==> config.mk <==
export PLATFORM = sky130hd
export DESIGN_NAME = usb_tx_seq
export DESIGN_NICKNAME = d
export VERILOG_FILES = /design/src/rtl/usb_tx_seq.sv
export SDC_FILE = /design/constraint.sdc
export NUM_CORES = 1
export LEC_CHECK = 0
export BUFFER_PORTS_ARGS = -buffer_cell sky130_fd_sc_hd__buf_2
export CAP_MARGIN = 20
export CORE_MARGIN = 4
export CORE_UTILIZATION = 58
export DETAILED_ROUTE_END_ITERATION = 7
export PLACE_DENSITY = 0.87
export REMOVE_ABC_BUFFERS = 1
export SLEW_MARGIN = 20
export SYNTH_ARGS = -nofsm -noshare
export SYNTH_HDL_FRONTEND = slang
export SYNTH_SLANG_ARGS = --single-unit
==> constraint.sdc <==
create_clock -name clk -period 2.55 [get_ports clk]
set_input_delay 0.1275 -clock clk [delete_from_list [all_inputs] [get_ports clk]]
set_output_delay 0.1275 -clock clk [all_outputs]
set_load 0.05 [all_outputs]
==> src/rtl/usb_tx_seq.sv <==
// Purpose : host-side USB transmit sequencer; SYNC + LSB-first payload with bit stuffing, NRZI coded, then EOP and inter-packet gap.
// Latency : start_dpdm/tx_ready in the accepting IDLE cycle, first SYNC bit on s_in the next cycle, eop the cycle after the last bit (or stuffed bit).
// Backpr. : bytes are taken only on the start cycle and on each byte's bit-7 cycle; tx_valid low at a byte boundary aborts the packet (eop + tx_err).
//
// Ports:
//   clk, rst_n          clock, asynchronous active-low reset
//   tx_valid/tx_data/
//   tx_last/tx_ready    packet byte stream (PID first); transfer = tx_valid & tx_ready
//   dpdm_enable         line driver busy; a packet starts only while it is low
//   start_dpdm          1-cycle pulse, driver leaves WAIT next cycle
//   s_in                NRZI line level to the driver (1=J, 0=K)
//   eop                 1-cycle pulse, driver begins SE0,SE0,J
//   busy                high from the start_dpdm cycle through the last gap cycle
//   tx_done             1-cycle pulse in the first gap cycle
//   tx_err              1-cycle pulse together with eop on an underrun abort
module usb_tx_seq #(
  parameter logic [7:0] SYNC_BYTE  = 8'h80,
  parameter int         MAX_ONES   = 6,
  parameter int         IPG_CYCLES = 4
) (
  input  logic       clk,
  input  logic       rst_n,
  input  logic       tx_valid,
  input  logic [7:0] tx_data,
  input  logic       tx_last,
  output logic       tx_ready,
  input  logic       dpdm_enable,
  output logic       start_dpdm,
  output logic       s_in,
  output logic       eop,
  output logic       busy,
  output logic       tx_done,
  output logic       tx_err
);

  typedef enum logic [2:0] {IDLE, SYNC, DATA, EOP, EOPW, GAP} state_t;

  state_t     state;
  logic [7:0] cnt;              // SYNC bit index, EOPW and GAP cycle counter
  logic [7:0] shifter;
  logic [2:0] bit_cnt;          // bit cycle: index on the line; stuff cycle: index of the next bit
  logic [3:0] ones_cnt;
  logic       last_flag;
  logic       stuff_cyc;        // current cycle carries a stuffed 0
  logic       end_after_stuff;  // stuffed 0 follows the final payload bit

  logic       byte_end;
  logic       stuff_due;
  logic       emit_raw;
  logic       raw_bit;
  logic       emit_stuff;

  assign start_dpdm = (state == IDLE) && tx_valid && !dpdm_enable;
  assign byte_end   = (state == DATA) && !stuff_cyc && (bit_cnt == 3'd7);
  assign tx_ready   = start_dpdm || (byte_end && !last_flag);
  assign busy       = (state != IDLE) || start_dpdm;
  assign stuff_due  = (ones_cnt == 4'(MAX_ONES));

  // Decide what the line carries in the next cycle; the register update below
  // applies it so that s_in always shows the level after the current bit.
  always_comb begin
    emit_raw   = 1'b0;
    raw_bit    = 1'b0;
    emit_stuff = 1'b0;
    case (state)
      IDLE: begin
        if (start_dpdm) begin
          emit_raw = 1'b1;
          raw_bit  = SYNC_BYTE[0];
        end
      end
      SYNC: begin
        emit_raw = 1'b1;
        raw_bit  = (cnt[2:0] == 3'd7) ? shifter[0] : SYNC_BYTE[cnt[2:0] + 3'd1];
      end
      DATA: begin
        if (stuff_cyc) begin
          if (!end_after_stuff) begin
            emit_raw = 1'b1;
            raw_bit  = shifter[bit_cnt];
          end
        end else if (byte_end && !last_flag && !tx_valid) begin
          // underrun: abort straight to EOP, a pending stuff is dropped
        end else if (stuff_due) begin
          emit_stuff = 1'b1;
        end else if (byte_end) begin
          if (!last_flag) begin
            emit_raw = 1'b1;
            raw_bit  = tx_data[0];
          end
        end else begin
          emit_raw = 1'b1;
          raw_bit  = shifter[bit_cnt + 3'd1];
        end
      end
      default: ;
    endcase
  end

  always_ff @(posedge clk or negedge rst_n) begin
    if (!rst_n) begin
      state           <= IDLE;
      cnt             <= '0;
      shifter         <= '0;
      bit_cnt         <= '0;
      ones_cnt        <= '0;
      last_flag       <= 1'b0;
      stuff_cyc       <= 1'b0;
      end_after_stuff <= 1'b0;
      s_in            <= 1'b1;
      eop             <= 1'b0;
      tx_done         <= 1'b0;
      tx_err          <= 1'b0;
    end else begin
      eop     <= 1'b0;
      tx_done <= 1'b0;
      tx_err  <= 1'b0;

      // NRZI: a 0 (raw or stuffed) toggles the line, a 1 holds it
      if (emit_stuff) begin
        s_in     <= ~s_in;
        ones_cnt <= '0;
      end else if (emit_raw) begin
        if (raw_bit) begin
          ones_cnt <= ones_cnt + 4'd1;
        end else begin
          ones_cnt <= '0;
          s_in     <= ~s_in;
        end
      end

      case (state)
        IDLE: begin
          if (start_dpdm) begin
            state           <= SYNC;
            cnt             <= '0;
            shifter         <= tx_data;
            last_flag       <= tx_last;
            bit_cnt         <= '0;
            stuff_cyc       <= 1'b0;
            end_after_stuff <= 1'b0;
          end
        end
        SYNC: begin
          if (cnt[2:0] == 3'd7) begin
            state   <= DATA;
            bit_cnt <= '0;
          end else begin
            cnt <= cnt + 8'd1;
          end
        end
        DATA: begin
          if (stuff_cyc) begin
            stuff_cyc <= 1'b0;
            if (end_after_stuff) begin
              state <= EOP;
              eop   <= 1'b1;
            end
          end else if (byte_end) begin
            if (last_flag) begin
              if (stuff_due) begin
                stuff_cyc       <= 1'b1;
                end_after_stuff <= 1'b1;
              end else begin
                state <= EOP;
                eop   <= 1'b1;
              end
            end else if (tx_valid) begin
              shifter   <= tx_data;
              last_flag <= tx_last;
              bit_cnt   <= '0;
              stuff_cyc <= stuff_due;
            end else begin
              state  <= EOP;
              eop    <= 1'b1;
              tx_err <= 1'b1;
            end
          end else begin
            bit_cnt   <= bit_cnt + 3'd1;
            stuff_cyc <= stuff_due;
          end
        end
        EOP: begin
          state    <= EOPW;
          cnt      <= '0;
          s_in     <= 1'b1;
          ones_cnt <= '0;
        end
        EOPW: begin
          if (cnt == 8'd1) begin
            state   <= GAP;
            cnt     <= '0;
            tx_done <= 1'b1;
          end else begin
            cnt <= cnt + 8'd1;
          end
        end
        GAP: begin
          if (cnt == 8'(IPG_CYCLES - 1)) begin
            state <= IDLE;
          end else begin
            cnt <= cnt + 8'd1;
          end
        end
        default: state <= IDLE;
      endcase
    end
  end

endmodule
==> results.md <==
* ANT cells at 0
* GRT Residual Overflow at 0
* Layout cells sized above 1 at 22.5%
* Post-Syn Area per Cell at 10.1 µm²
* Multi-input gate area at 1070 µm²
* Register area share after synthesis at 42.0%
* Fill cells at between 200 and 300
* Top cell type's share of synthesized area at 40.7%
* Starting Density at 62.5%
* Cell taking the most area after synthesis: dfrtp_1
* Hold Crit Class: input pin to register
* Seq cells post-synth at 33
* Seq. cell area at a little over 800 µm²
* Maximum clock frequency at 0.440 GHz
* Largest net degree at the start of global routing at 34
* Die Area at roughly 4400 µm²
* Clock Latency Late Sink at 350 ps
* Fin area at 2200 µm²
* Pwr Total at 2.01 mW
* Hold WS at 16.4 ps
* Fin crit share at 89.1%
* Ys flop type: dfrtp_1
* Max-slew violations at 0
* Sink Count at 33
* DRT Wirelength at between 4000 and 5000 µm
* CP Launch Type: register
* Crit Path Max Fanout at 5
* Die height at 66.3 µm
* Max-slew headroom at 52.9%
* Detailed Routing Iterations Pass 1 at 4
* TritonCTS buffer count at 5
* Commonest cells after routing, fill and taps aside: dfrtp_1, buf_2, nor2_1
* Final setup vio count at 0
* Die width at 66.3 µm
* Outcome: finished, final reports clean
* Post-Syn Area at 1970 µm²
* Final Hold Viols at 0
* CP Data Required Time at 2830 ps
* Fin Setup TNS at 0 ps
* RSZ-0062 raised after global routing: no
* Drt via density at 6.08
* Clock Pin Slew Worst Setup and Hold Paths at 100 ps
* Setup crit start: bit_cnt[1]
* Reg2reg start: bit_cnt[1]
* Nets@finish at ~240
* H-tree lvl count at 2
* Post-CTS resize count at 0
* Max-cap check violation count at 0
* ANT nets after route at 0
* Worst setup margin at 278 ps
* RD Place Congestion at 0.922
* Unique masters post-synth at between 50 and 60
* Via count at 1618
* DPL Wire Length at 3050 µm
* Worst hold path startpoint: tx_data[5]
* Worst slew pin tran at 707 ps
* Initial antenna violation count at 0
* Number of synthesized flops with an enable pin at 0
* Port buffer count at 19
* Placed Area at 2110 µm²
* First-pass GRT wire length at 7230 µm
* Synth warn at 0
* Post-CTS setup buffer count at 0
* I/O Pins at 20
* CTS root buf: clkbuf_4
* Overall Global Routing Usage at 21.8%
* DRC Markers at 0
* CTS tree: built
* Routed WL per cell at 16.1 µm
* Cell Rows at 20
* Crit Path Class: register to register
* Max clock buf depth at 2
* Final min period at 2270 ps
* CP Capture Type: register
* Post-Syn Instances at 195
* Worst Path Arrival at ~2600 ps
* Setup WS pre-CTS at 296 ps
* PD cells at 910 nW/µm²
* P&R area growth vs syn at 11.9%
* Asr flop ratio synth at between 90% and 100%
* Most common cell after layout, fill and taps aside: dfrtp_1
* Static Leak at 1.00 nW
* Via count of the first global-routing pass at 1562
* Core area at ~3200 µm²
* Max VDD drop at around 500 µV
* Detailed Route Iter0 Violations at 134
* Clock skew at 7.62 ps
* Hold buffers post-CTS at 4
* Synth area leaders: dfrtp_1, mux2_2, ha_1, mux2i_1, o21ai_0
==> path summary, 6_finish.rpt <==
check                             end  slack (ps)  cells after the start
hold / removal             shifter[5]          20                      2
min in group asynchronous  bit_cnt[0]         380                      2
max in group asynchronous  shifter[5]        1710                      2
setup reg to reg                 s_in         280                      7
hold reg to reg                cnt[7]         520                      1
setup / recovery                 s_in         280                      7
==> report_power, final <==
group / internal (mW) / switching [mW] / leakage, nW
Clock: 0.130 / 0.173 / 0.0314
Sequential: 0.678 / 0.169 / 0.431
Combinational: 0.379 / 0.476 / 0.538
Total: 1.19 / 0.819 / 1.00
==> layout make-up <==
class,count,area share (%)
clock buffer,7,2.50
inverter,9,1.53
multi-input combinational,146,48.4
sequential,33,37.5
tap,44,2.50
timing repair buffer,27,7.50
==> metrics by stage <==
stage          instances  util, %
5_1_grt              266     69.9
4_1_cts              266     69.9
3_3_place_gp         255     66.9
6_report             266     69.9
3_5_place_dp         255     66.9
2_1_floorplan        188        -
==> sequential cells by signal, indices dropped and copies added, names as in the netlist <==
| name | cells |
|---|---|
| tx_err | 1 |
| state | 3 |
| ones_cnt | 4 |
| last_flag | 1 |
| cnt | 8 |
| end_after_stuff | 1 |
| stuff_cyc | 1 |
| s_in | 1 |
| shifter | 8 |
| bit_cnt | 3 |
| eop | 1 |
| tx_done | 1 |
==> cell usage after synthesis (4+ instances only) <==
library cell	n
nand2_1	14
mux2i_1	8
o21ai_0	12
nor3_1	6
mux2_2	9
nand3b_1	4
nor2b_1	5
clkbuf_1	5
inv_1	9
o31ai_1	6
ha_1	8
nand3_1	5
nor2_1	15
dfrtp_1	32
nand2b_1	6
==> kinds of logic after synthesis <==
logic type,synth area share (%)
DFF,42.0
muxes,12.1
and+or+nand+nor,20.0
buffers and inverters,3.81
AOI/OAI and AO/OA,17.0
adders and majority gates,5.08
==> per-layer routing <==
layer / global-route usage (%) / vias to the layer above / part of all wire [%]
met2: 36.7 / 50 / 50
met1: 26.3 / 783 / 42
met4: 10.4 / 0 / 3.1
li1: - / 772 / -
met3: 4.76 / 13 / 4.8
met5: 0 / - / 0
==> critical path, stage by stage, from the launching register on <==
cell and delay, ps:
dfrtp_1 450, ha_1 210, ha_1 330, nor2b_1 140, a22oi_1 90, a41o_1 270, a211oi_2 350, mux2_1 370
Note: power is estimated with default switching activity, not from simulation.
